==> config.mk <==
export PLATFORM = sky130hd
export DESIGN_NAME = gcm_frame_splitter_flat
export DESIGN_NICKNAME = d
export VERILOG_FILES = /design/src/rtl/gcm_frame_splitter_if.sv /design/src/rtl/gcm_frame_splitter.sv /design/src/flat_wrapper.sv
export SDC_FILE = /design/constraint.sdc
export NUM_CORES = 1
export LEC_CHECK = 0
export ABC_AREA = 1
export BUFFER_PORTS_ARGS = -buffer_cell sky130_fd_sc_hd__buf_2
export CORE_AREA = 2 2 268 270
export CTS_BUF_LIST = sky130_fd_sc_hd__clkbuf_8
export DETAILED_ROUTE_END_ITERATION = 12
export DIE_AREA = 0 0 270 272
export GPL_TIMING_DRIVEN = 0
export PLACE_DENSITY = 0.59
export SLEW_MARGIN = 10
export SYNTH_ARGS = -nofsm -noshare
export SYNTH_HDL_FRONTEND = slang
export SYNTH_SLANG_ARGS = --single-unit
==> constraint.sdc <==
create_clock -name clk -period 3.55 [get_ports clk]
set_input_delay 0.1775 -clock clk [delete_from_list [all_inputs] [get_ports clk]]
set_output_delay 0.1775 -clock clk [all_outputs]
set_load 0.03 [all_outputs]
==> src/rtl/gcm_frame_splitter_if.sv <==
// Framed-input and AAD/payload output streams of the GCM frame splitter.
// The splitter connects through the slave modport; its environment uses master.
interface gcm_frame_splitter_if;
  localparam int unsigned DATA_W = 128;
  localparam int unsigned KEEP_W = DATA_W / 8;

  logic              in_valid;
  logic              in_ready;
  logic [DATA_W-1:0] in_data;
  logic              in_last;

  logic              aad_valid;
  logic              aad_ready;
  logic              aad_last;
  logic [DATA_W-1:0] aad_data;
  logic [KEEP_W-1:0] aad_keep;

  logic              din_valid;
  logic              din_ready;
  logic              din_last;
  logic [DATA_W-1:0] din_data;
  logic [KEEP_W-1:0] din_keep;

  modport slave (
    input  in_valid, in_data, in_last, aad_ready, din_ready,
    output in_ready, aad_valid, aad_last, aad_data, aad_keep,
           din_valid, din_last, din_data, din_keep
  );

  modport master (
    output in_valid, in_data, in_last, aad_ready, din_ready,
    input  in_ready, aad_valid, aad_last, aad_data, aad_keep,
           din_valid, din_last, din_data, din_keep
  );
endinterface

==> src/rtl/gcm_frame_splitter.sv <==
// Splits an AAD || payload || tag frame into the GCM core's AAD and payload
// streams, capturing the trailing tag for decrypt frames.
module gcm_frame_splitter #(
  parameter int unsigned CNT_W = 58
) (
  input  logic                   clk,
  input  logic                   rst_n,
  input  logic                   start,
  input  logic [63:0]            len_aad_bits,
  input  logic [63:0]            len_pld_bits,
  input  logic                   tag_en,
  gcm_frame_splitter_if.slave    bus,
  output logic [127:0]           tag_in,
  output logic                   tag_in_we,
  output logic                   busy,
  output logic                   done,
  output logic                   frame_err
);

  localparam int unsigned KEEP_W = 16;
  localparam int unsigned RES_W  = 4;

  typedef enum logic [2:0] {
    ST_IDLE, ST_AAD, ST_PLD, ST_TAG, ST_DRAIN, ST_FIN
  } state_t;

  state_t            state_q, state_d;
  logic [CNT_W-1:0]  cnt_q, cnt_d;
  logic [CNT_W-1:0]  na_q, np_q;
  logic [RES_W-1:0]  res_aad_q, res_pld_q;
  logic              tag_en_q;
  logic              err_set;
  logic              tag_cap;

  logic [CNT_W-1:0]  na_start, np_start;
  logic              aad_final, pld_final, frame_final;
  logic              accept;

  // Byte enables of a stream's final word; a zero residue means a full word.
  function automatic logic [KEEP_W-1:0] last_keep(input logic [RES_W-1:0] r);
    if (r == '0) last_keep = '1;
    else         last_keep = KEEP_W'(16'hFFFF << (5'd16 - {1'b0, r}));
  endfunction

  // Word counts are ceil(len/128); the OR folds in any partial word.
  assign na_start = CNT_W'(len_aad_bits[63:7]) + CNT_W'(|len_aad_bits[6:0]);
  assign np_start = CNT_W'(len_pld_bits[63:7]) + CNT_W'(|len_pld_bits[6:0]);

  assign aad_final = (cnt_q == na_q - CNT_W'(1));
  assign pld_final = (cnt_q == np_q - CNT_W'(1));

  always_ff @(posedge clk or negedge rst_n) begin
    if (!rst_n) state_q <= ST_IDLE;
    else        state_q <= state_d;
  end

  always_comb begin
    state_d        = state_q;
    cnt_d          = cnt_q;
    err_set        = 1'b0;
    tag_cap        = 1'b0;
    accept         = 1'b0;
    frame_final    = 1'b0;
    bus.in_ready   = 1'b0;
    bus.aad_valid  = 1'b0;
    bus.aad_last   = 1'b0;
    bus.aad_data   = bus.in_data;
    bus.aad_keep   = '1;
    bus.din_valid  = 1'b0;
    bus.din_last   = 1'b0;
    bus.din_data   = bus.in_data;
    bus.din_keep   = '1;

    unique case (state_q)
      ST_IDLE: begin
        if (start) begin
          cnt_d = '0;
          if (na_start != '0)      state_d = ST_AAD;
          else if (np_start != '0) state_d = ST_PLD;
          else if (tag_en)         state_d = ST_TAG;
          else                     state_d = ST_FIN;
        end
      end

      ST_AAD: begin
        bus.in_ready  = bus.aad_ready;
        bus.aad_valid = bus.in_valid;
        bus.aad_last  = aad_final | bus.in_last;
        if (aad_final) bus.aad_keep = last_keep(res_aad_q);
        accept      = bus.in_valid & bus.aad_ready;
        frame_final = aad_final & (np_q == '0) & ~tag_en_q;
        if (accept) begin
          if (bus.in_last && !frame_final) begin
            err_set = 1'b1;
            cnt_d   = '0;
            state_d = ST_FIN;
          end else if (aad_final) begin
            cnt_d = '0;
            if (frame_final && !bus.in_last) begin
              err_set = 1'b1;
              state_d = ST_DRAIN;
            end else if (frame_final) state_d = ST_FIN;
            else if (np_q != '0)      state_d = ST_PLD;
            else                      state_d = ST_TAG;
          end else begin
            cnt_d = cnt_q + CNT_W'(1);
          end
        end
      end

      ST_PLD: begin
        bus.in_ready  = bus.din_ready;
        bus.din_valid = bus.in_valid;
        bus.din_last  = pld_final | bus.in_last;
        if (pld_final) bus.din_keep = last_keep(res_pld_q);
        accept      = bus.in_valid & bus.din_ready;
        frame_final = pld_final & ~tag_en_q;
        if (accept) begin
          if (bus.in_last && !frame_final) begin
            err_set = 1'b1;
            cnt_d   = '0;
            state_d = ST_FIN;
          end else if (pld_final) begin
            cnt_d = '0;
            if (frame_final && !bus.in_last) begin
              err_set = 1'b1;
              state_d = ST_DRAIN;
            end else if (frame_final) state_d = ST_FIN;
            else                      state_d = ST_TAG;
          end else begin
            cnt_d = cnt_q + CNT_W'(1);
          end
        end
      end

      // The tag is always the frame's final word.
      ST_TAG: begin
        bus.in_ready = 1'b1;
        if (bus.in_valid) begin
          tag_cap = 1'b1;
          if (bus.in_last) state_d = ST_FIN;
          else begin
            err_set = 1'b1;
            state_d = ST_DRAIN;
          end
        end
      end

      ST_DRAIN: begin
        bus.in_ready = 1'b1;
        if (bus.in_valid && bus.in_last) state_d = ST_FIN;
      end

      ST_FIN:  state_d = ST_IDLE;

      default: state_d = ST_IDLE;
    endcase
  end

  // Frame parameters, counters and registered status outputs.
  always_ff @(posedge clk or negedge rst_n) begin
    if (!rst_n) begin
      cnt_q     <= '0;
      na_q      <= '0;
      np_q      <= '0;
      res_aad_q <= '0;
      res_pld_q <= '0;
      tag_en_q  <= 1'b0;
      tag_in    <= '0;
      tag_in_we <= 1'b0;
      busy      <= 1'b0;
      done      <= 1'b0;
      frame_err <= 1'b0;
    end else begin
      cnt_q     <= cnt_d;
      tag_in_we <= tag_cap;
      busy      <= (state_d != ST_IDLE);
      done      <= (state_d == ST_FIN);
      if (tag_cap) tag_in <= bus.in_data;
      if (state_q == ST_IDLE && start) begin
        na_q      <= na_start;
        np_q      <= np_start;
        res_aad_q <= len_aad_bits[6:3];
        res_pld_q <= len_pld_bits[6:3];
        tag_en_q  <= tag_en;
        frame_err <= 1'b0;
      end else if (err_set) begin
        frame_err <= 1'b1;
      end
    end
  end

endmodule

==> src/flat_wrapper.sv <==
// flat-port wrapper written by rule: the top's interface ports become plain ports
module gcm_frame_splitter_flat 
#(
  parameter int unsigned CNT_W = 58
)
  (clk, rst_n, start, len_aad_bits, len_pld_bits, tag_en, tag_in, tag_in_we, busy, done, frame_err, bus_in_valid, bus_in_data, bus_in_last, bus_aad_ready, bus_din_ready, bus_in_ready, bus_aad_valid, bus_aad_last, bus_aad_data, bus_aad_keep, bus_din_valid, bus_din_last, bus_din_data, bus_din_keep);
  gcm_frame_splitter_if bus_i ();
  input  logic clk;
  input  logic rst_n;
  input  logic start;
  input  logic [63:0] len_aad_bits;
  input  logic [63:0] len_pld_bits;
  input  logic tag_en;
  output logic [127:0] tag_in;
  output logic tag_in_we;
  output logic busy;
  output logic done;
  output logic frame_err;
  input wire logic [$bits(bus_i.in_valid)-1:0] bus_in_valid;
  input wire logic [$bits(bus_i.in_data)-1:0] bus_in_data;
  input wire logic [$bits(bus_i.in_last)-1:0] bus_in_last;
  input wire logic [$bits(bus_i.aad_ready)-1:0] bus_aad_ready;
  input wire logic [$bits(bus_i.din_ready)-1:0] bus_din_ready;
  output wire logic [$bits(bus_i.in_ready)-1:0] bus_in_ready;
  output wire logic [$bits(bus_i.aad_valid)-1:0] bus_aad_valid;
  output wire logic [$bits(bus_i.aad_last)-1:0] bus_aad_last;
  output wire logic [$bits(bus_i.aad_data)-1:0] bus_aad_data;
  output wire logic [$bits(bus_i.aad_keep)-1:0] bus_aad_keep;
  output wire logic [$bits(bus_i.din_valid)-1:0] bus_din_valid;
  output wire logic [$bits(bus_i.din_last)-1:0] bus_din_last;
  output wire logic [$bits(bus_i.din_data)-1:0] bus_din_data;
  output wire logic [$bits(bus_i.din_keep)-1:0] bus_din_keep;
  assign bus_i.in_valid = bus_in_valid;
  assign bus_i.in_data = bus_in_data;
  assign bus_i.in_last = bus_in_last;
  assign bus_i.aad_ready = bus_aad_ready;
  assign bus_i.din_ready = bus_din_ready;
  assign bus_in_ready = bus_i.in_ready;
  assign bus_aad_valid = bus_i.aad_valid;
  assign bus_aad_last = bus_i.aad_last;
  assign bus_aad_data = bus_i.aad_data;
  assign bus_aad_keep = bus_i.aad_keep;
  assign bus_din_valid = bus_i.din_valid;
  assign bus_din_last = bus_i.din_last;
  assign bus_din_data = bus_i.din_data;
  assign bus_din_keep = bus_i.din_keep;
  gcm_frame_splitter #(.CNT_W(CNT_W)) u_core (.clk(clk), .rst_n(rst_n), .start(start), .len_aad_bits(len_aad_bits), .len_pld_bits(len_pld_bits), .tag_en(tag_en), .bus(bus_i), .tag_in(tag_in), .tag_in_we(tag_in_we), .busy(busy), .done(done), .frame_err(frame_err));
endmodule
==> out/metrics.csv, run 1 <==
stage,metric,value,unit
outcome,status,finished with violations,
outcome,failing checks,setup timing,
finish,number of nets in the layout,5536,
clock_tree,CTS tree,done,
synth,synthesized instance count,4164,
sta,Total Neg Setup Slack,-27.66,ns
power,combinational share of power,50.8,%
synth,synthesized area per cell,6.32,um^2
sta,min Tclk post-route,4.17,ns
worst_setup_path,Critical Path Fanout Max,6,
worst_setup_path,type of origin of the critical path,flop,
run,Max-cap violations,0,
worst_setup_path,Setup CP Type,flop to output port,
finish,"commonest non-fill, non-tap cell in the layout",nand2_1,
synth,Post-synth ARST share,100,%
sta,Final setup viols,90,
power,clock share of power,21.2,%
finish,most frequent cells in the layout,"nand2_1 (1417), buf_2 (655), nor2_1 (452)",
worst_setup_path,Worst EP required,3.37,ns
power,Worst VDD drop,411,uV
synth,Cell variety after synth,49,
drt,Total Wirelength,140,mm
synth,"FF+latch count, synth",318,
synth,"Seq/Total Area, Yosys",30.3,%
drt,vias per cell,5.10,
power,Leakage,0.0192,uW
clock_tree,Num CTS Buffers,60,
synth,Mapped Area,26300,um^2
global_route,largest net degree at the start of global routing,103,
global_route,total grt overflow,0,
sta,fin worst setup slack,-0.622,ns
clock_tree,clk slew on worst S/H paths,0.06,ns
clock_tree,Clock Latency Late Sink,0.74,ns
synth,Synth Flop Type,dfrtp_1,
sta,Slew Limit Fails,0,
floorplan,Die Wd,270,um
floorplan,core area,70800,um^2
sta,final worst path period share,118,%
placement,Placer Congestion,1.02,
min_path,worst min-delay path class,primary input to flop,
power,internal power,10200,uW
drt,Via Count,32000,
sta,RSZ-0062 raised after global routing,yes,
floorplan,row count,98,
global_route,Tot GR Track Use,36.6,%
clock_tree,H-tree depth,2,
drt,Pre-Repair DR Iteration Count,6,
synth,Synth Warn #,0,
power,switch share,49.6,%
power,Seq pwr share,28.0,%
floorplan,I/O pin count,689,
placement,hpwl dp,114,mm
finish,Syn-to-layout area delta,41.3,%
sta,final hold violation count,0,
floorplan,die area,73400,um^2
finish,Fillers,7258,
global_route,global-route wire length before repair,198,mm
global_route,antenna violations before repair,11,
worst_setup_path,CP endpoint kind,output port,
sta,f_max,0.240,GHz
clock_tree,clock root cell,clkbuf_8,
power,P per Cell Area,543,nW/um^2
sta,worst slew pin tran,1.33,ns
sta,Final Skew,0.0437,ns
floorplan,DIE HEIGHT,272,um
sta,Slew HR,11.5,%
power,total power,20200,uW
floorplan,Starting Density,37.2,%
finish,layout cells sized above 1,27.2,%
synth,count of flip-flops with a built-in enable after synthesis,0,
global_route,vias in the first global route,29600,
drt,Antenna Nets Post-Route,0,
worst_setup_path,CP Data Arrival Time,3.99,ns
drt,wire per inst,22.3,um
drt,DR iter-0 viols,3586,
power,Net Sw Power,10000,uW
clock_tree,# clock sinks,318,
drt,# DRC,0,
placement,Port Buffer Count,686,
clock_tree,"buffers from clock root to sink, at most",3,
[critical path, stage by stage, from the launching register on]
cell and delay, ns:
dfrtp_1 0.40, inv_2 0.12, ha_4 0.21, nand3_4 0.11, nor2_4 0.27, nand2_4 0.12
buf_4 0.16, o21ai_4 0.19, nand4_1 0.17, nor2_1 0.12, nand2_1 0.07, nor2_2 0.09
nand2_2 0.10, nor2_4 0.12, nand3_4 0.14, a31oi_4 0.23, nand2_4 0.12, o21ai_4 0.21
nor2_1 0.11, buf_2 0.19
[layout make-up]
type / instances / area, um^2 / share of cell area, %
multi-input combinational: 3083 / 15700 / 42.3
sequential: 318 / 7980 / 21.5
timing repair buffer: 1031 / 6980 / 18.8
buffer: 343 / 2290 / 6.15
inverter: 422 / 1600 / 4.30
tap: 950 / 1190 / 3.20
clock buffer: 76 / 1050 / 2.81
clock inverter: 34 / 344 / 0.926
antenna: 7 / 17.5 / 0.0471
[layer usage]
| metal | share of wire (%) | track usage [%] | up-vias |
|---|---|---|---|
| met1 | 43 | 51.8 | 15100 |
| met3 | 11 | 9.29 | 266 |
| met5 | 0.019 | 0 | - |
| li1 | - | - | 15000 |
| met2 | 42 | 53.3 | 1639 |
| met4 | 4.3 | 13.8 | 4 |
[power by group through the flow]
stage / Sequential, uW / Combinational (uW) / Clock, uW
5_1_grt: 5740 / 11100 / 4500
2_1_floorplan: 5320 / 5540 / 0
4_1_cts: 5580 / 9620 / 4320
3_3_place_gp: 5550 / 8410 / 0
6_report: 5650 / 10300 / 4280
3_5_place_dp: 5550 / 8430 / 0
[sequential cells by signal (all words and copies together) (netlist names)]
register,count
u_core.tag_en_q,1
u_core.tag_in_we,1
u_core.busy,1
u_core.np_q,58
u_core.state_q,3
u_core.done,1
u_core.frame_err,1
u_core.cnt_q,58
u_core.na_q,58
u_core.res_pld_q,4
u_core.res_aad_q,4
u_core.tag_in,128
[cells in the mapped netlist, types with 5 or more instances]
cell type,count,share of area (%)
a21oi_1,11,0.21
a31oi_1,7,0.17
and2_1,10,0.24
and3_1,5,0.12
buf_4,263,7.5
clkbuf_1,78,1.1
dfrtp_1,318,30
ha_1,13,0.62
inv_1,419,6.0
nand2_1,1467,21
nand2_2,11,0.26
nand3_1,295,5.6
nand3b_1,30,0.86
nand4_1,83,2.0
nor2_1,561,8.0
nor2_2,23,0.55
nor2_4,9,0.39
nor3_1,96,1.8
nor3_2,6,0.23
nor4_1,20,0.48
o211ai_1,7,0.20
o21ai_0,127,2.4
o21ai_1,11,0.21
o21bai_1,6,0.17
or2_2,13,0.31
xnor2_1,64,2.1
xor2_1,177,5.9
[kinds of logic after synthesis]
family,count (synthesis),share of synthesized area [%]
XOR/XNOR,243,8.20
other,1,0.0143
AO/OA/AOI/OAI,175,3.57
flip-flops,318,30.3
buffers and inverters,765,14.7
AND/OR/NAND/NOR,2649,42.7
adder cells (fa/ha/maj),13,0.618
[path summary, 6_finish.rpt]
path	start	endpoint	slack, ns	depth (start not counted)
worst max-delay path	u_core.na_q[0]$_DFFE_PN0P_	bus_aad_keep[0]	-0.62	19
worst max register to register	u_core.na_q[2]$_DFFE_PN0P_	u_core.cnt_q[55]$_DFFE_PN0P_	-0.35	21
min in group asynchronous	rst_n	u_core.busy$_DFF_PN0_	0.54	3
max in group asynchronous	rst_n	u_core.na_q[2]$_DFFE_PN0P_	1.61	5
worst min register to register	u_core.tag_in[23]$_DFFE_PN0P_	u_core.tag_in[23]$_DFFE_PN0P_	0.47	2
worst min-delay path	len_pld_bits[2]	u_core.np_q[0]$_DFFE_PN0P_	0.20	6
[metrics by stage]
| stage | instance area [um^2] | utilization (%) | instances | hold WS [ns] | setup WS, ns |
|---|---|---|---|---|---|
| after floorplan | 26300 | - | 4165 | -0.118 | 0.429 |
| after global placement | 30900 | 43.7 | 5801 | 0.404 | -4.35 |
| after detailed placement | 31000 | 43.8 | 5804 | 0.150 | -1.03 |
| after CTS | 36600 | 51.7 | 6232 | 0.143 | -0.481 |
| after global routing | 37200 | 52.5 | 6261 | 0.189 | -0.774 |
| final | 37200 | 52.5 | 6264 | 0.196 | -0.622 |
[repair_timing]
item                                   CTS  global route
buffers inserted                        57            30
cloned                                   1             0
pin swaps                               62            52
setup endpoints to repair               96            96
endpoints found under the hold margin  474             0
hold buffers                           260             0
gates resized for setup                307           102
No activity file was read; power rests on OpenSTA's default activity.
==> run 2, diff against run 1 <==
--- a/config.mk
+++ b/config.mk
@@ -9,8 +9,8 @@
 export BUFFER_PORTS_ARGS = -buffer_cell sky130_fd_sc_hd__buf_2
-export CORE_AREA = 2 2 268 270
+export CORE_AREA = 2 2 269 271
 export CTS_BUF_LIST = sky130_fd_sc_hd__clkbuf_8
 export DETAILED_ROUTE_END_ITERATION = 12
-export DIE_AREA = 0 0 270 272
+export DIE_AREA = 0 0 271 273
 export GPL_TIMING_DRIVEN = 0
-export PLACE_DENSITY = 0.59
+export PLACE_DENSITY = 0.58
 export SLEW_MARGIN = 10
==> constraint.sdc (replaced) <==
create_clock -name clk -period 3.55 [get_ports clk]
set_input_delay 0.5325 -clock clk [delete_from_list [all_inputs] [get_ports clk]]
set_output_delay 0.5325 -clock clk [all_outputs]
set_load 0.03 [all_outputs]
==> run 2 against run 1 <==
Compared with the run above: the flow still finishes with violations (setup timing); sequential power about the same; final cell count decreased by 4.0%; worst setup slack got worse by 0.32 ns; power down 2.3%; sequential cell count unchanged; combinational power fell by 4%; sequential share of layout area increased by 1.5 points; die area rose by 0.74%; clock skew rose by 0.023 ns; critical path type unchanged; critical endpoint unchanged; largest cell class unchanged; highest routed layer unchanged.
==> out/metrics.csv, run 2 (synthesized netlist as in run 1, its figures left out) <==
stage,metric,value,unit,change
floorplan,I/O pin count,689,,unchanged
floorplan,Starting Density,37.0,%,-0.13 points
worst_setup_path,Worst R2R Setup Slack,-0.16,ns,+0.19 ns
floorplan,core area,71000,um^2,+0.35%
global_route,antenna violations before repair,7,,-4
run,Max-cap violations,0,,unchanged
clock_tree,H-tree depth,2,,unchanged
worst_setup_path,CP Data Arrival Time,3.96,ns,-0.03 ns
finish,Syn-to-layout area delta,31.9,%,
placement,hpwl dp,113,mm,-0.62%
sta,final worst path period share,127,%,+9.0 points
clock_tree,# clock sinks,318,,unchanged
min_path,worst min-delay path class,primary input to flop,,
clock_tree,CTS tree,done,,
outcome,failing checks,setup timing,,
worst_setup_path,Setup crit start,u_core.na_q[0]$_DFFE_PN0P_,,
outcome,status,finished with violations,,
worst_setup_path,FF-to-FF path depth,21,,unchanged
worst_setup_path,Worst R2R Start,u_core.na_q[0]$_DFFE_PN0P_,,
drt,wire per inst,22.5,um,+0.55%
global_route,vias in the first global route,28000,,-5.2%
sta,fin worst setup slack,-0.943,ns,-0.321 ns
clock_tree,Num CTS Buffers,61,,+1.7%
worst_setup_path,Setup CP Type,flop to output port,,
power,Worst VDD drop,322,uV,-22%
clock_tree,Clock Latency Late Sink,0.73,ns,about the same
drt,vias per cell,5.09,,-0.24%
global_route,Tot GR Track Use,35.1,%,-1.5 points
finish,max reg flops,128,,unchanged
worst_setup_path,r2r endpoint,u_core.cnt_q[32]$_DFFE_PN0P_,,
drt,Total Wirelength,135,mm,-3.5%
finish,most frequent cells in the layout,"nand2_1 (1413), buf_2 (657), nor2_1 (456)",,
sta,f_max,0.223,GHz,-7.2%
floorplan,die area,74000,um^2,+0.74%
finish,layout cells sized above 1,28.8,%,+1.6 points
finish,Largest Register,u_core.tag_in,,
drt,Pre-Repair DR Iteration Count,8,,+2
sta,final hold violation count,0,,unchanged
sta,RSZ-0062 raised after global routing,yes,,
sta,worst slew pin tran,1.28,ns,-0.0499 ns
worst_setup_path,CP endpoint kind,output port,,
global_route,total grt overflow,0,,unchanged
worst_setup_path,cells along the critical path,inv_2 > buf_4 > nand2_4 > nor2_8 > nand2_8 > nor2_8 > nand3_4 > nand3b_1 > nand4_1 > nor3_4 > nand3_4 > a31oi_4 > buf_4 > nand3_2 > o21ai_2 > nor2_1 > buf_2,,
worst_setup_path,Critical-path top delay cell,dfrtp_1,,
placement,Placer Congestion,1.00,,-1.8%
clock_tree,clk slew on worst S/H paths,0.06,ns,about the same
floorplan,row count,98,,unchanged
finish,number of nets in the layout,5286,,-4.5%
power,P per Cell Area,569,nW/um^2,+4.6%
worst_setup_path,type of origin of the critical path,flop,,
floorplan,DIE HEIGHT,273,um,+0.37%
placement,Port Buffer Count,686,,unchanged
clock_tree,"buffers from clock root to sink, at most",3,,unchanged
floorplan,Die Wd,271,um,+0.37%
global_route,largest net degree at the start of global routing,91,,-12%
sta,Final Skew,0.0664,ns,+0.0226 ns
drt,Antenna Nets Post-Route,0,,unchanged
worst_setup_path,family with the most delay on the worst path,simple AND/OR/NAND/NOR gates,,
worst_setup_path,Worst EP required,3.02,ns,-0.35 ns
worst_setup_path,crit path to,bus_aad_keep[0],,
drt,DR iter-0 viols,3251,,-9.3%
sta,Fin Hold WS,0.0474,ns,-0.149 ns
sta,Final setup viols,85,,-5.6%
sta,min Tclk post-route,4.49,ns,+0.321 ns
power,Leakage,0.0182,uW,-5.5%
worst_setup_path,critical path depth,17,,-2
sta,Slew HR,14.8,%,+3.3 points
drt,# DRC,0,,unchanged
global_route,global-route wire length before repair,190,mm,-3.9%
finish,"commonest non-fill, non-tap cell in the layout",nand2_1,,
sta,Slew Limit Fails,0,,unchanged
clock_tree,clock root cell,clkbuf_8,,
drt,Via Count,30600,,-4.2%
worst_setup_path,CP max stage delay,0.40,ns,about the same
worst_setup_path,CP bufs+invs,4,,+1
worst_setup_path,Critical Path Fanout Max,7,,+1
finish,Util after Layout,48.9,%,-3.7 points
-- run 2: changes by cell type in the layout (fill, tap and decap cells not counted), sizes merged --
cell	before	now
bufinv	6	2
nand3	300	299
inv	435	432
clkbuf	154	162
dlygate4sd3	260	2
diode	7	4
clkinv	12	14
buf	1036	1044
-- run 2: worst min path at each step --
stage | startpoint | endpoint | cells past startpoint
finish | len_aad_bits[4] | u_core.res_aad_q[1]$_DFFE_PN0P_ | 3
global placement | u_core.tag_in[0]$_DFFE_PN0P_ | u_core.tag_in[0]$_DFFE_PN0P_ | 2
floorplan | rst_n | u_core.busy$_DFF_PN0_ | 0
global route | bus_in_data[37] | u_core.tag_in[37]$_DFFE_PN0P_ | 3
CTS | bus_in_data[63] | u_core.tag_in[63]$_DFFE_PN0P_ | 3
detailed placement | u_core.tag_in[59]$_DFFE_PN0P_ | u_core.tag_in[59]$_DFFE_PN0P_ | 2
-- run 2: repair_timing --
| item | in CTS | in global routing |
|---|---|---|
| pin swaps | 72 | 41 |
| endpoints found under the hold margin | 71 | 0 |
| hold buffers | 2 | 0 |
| setup endpoints to repair | 96 | 95 |
| setup buffers | 68 | 23 |
| gates resized for setup | 312 | 101 |
| gates cloned | 0 | 0 |
-- run 2: final cells by class --
class | instances | area, um^2
diodes | 4 | 10.0
plain buffers | 343 | 2300
clock buffers | 84 | 1160
clock inverters | 29 | 228
fillers | 7459 | 36300
inverters | 422 | 1600
multi-input cells | 3082 | 15800
flip-flops and latches | 318 | 7980
well taps | 950 | 1190
repair buffers | 781 | 4450
-- run 2: worst register-to-register path, stage by stage (launching register included) --
cell and delay [ns]:
dfrtp_1 0.40, inv_2 0.11, ha_4 0.20, nand2_8 0.09, nor2_8 0.21, nand2_2 0.15
nor2_4 0.17, nand3_1 0.09, nand2_1 0.07, nand2_1 0.15, nor2_1 0.15, nand2_1 0.07
nor2_1 0.14, nand3_1 0.22, nor2_2 0.29, nand4_1 0.24, nand2_1 0.13, nand3_2 0.11
nand3_4 0.23, buf_6 0.24, nand3_1 0.09, inv_1 0.07
-- run 2: routing by layer --
layer	track usage, %	wire length [um]
met2	52.9	58400
met4	9.16	3730
met1	49.6	59200
met3	9.10	13600
met5	0	40
-- run 2: stage by stage --
step | setup WS, ns | setup TNS, ns | instance area, um^2 | std cells | power [uW]
after CTS | -0.819 | -19.15 | 34100 | 5987 | 19100
after global placement | -4.66 | -1515.28 | 30900 | 5801 | 14000
after global routing | -1.09 | -35.97 | 34700 | 6011 | 20900
after detailed placement | -1.44 | -66.73 | 31000 | 5804 | 14000
final | -0.943 | -27.99 | 34700 | 6013 | 19700
after floorplan | 0.0739 | 0 | 26300 | 4165 | 10900
-- run 2: power breakdown --
part	switching (uW)	internal (uW)
sequential	1240	4420
combinational	6760	3160
clock	1860	2280
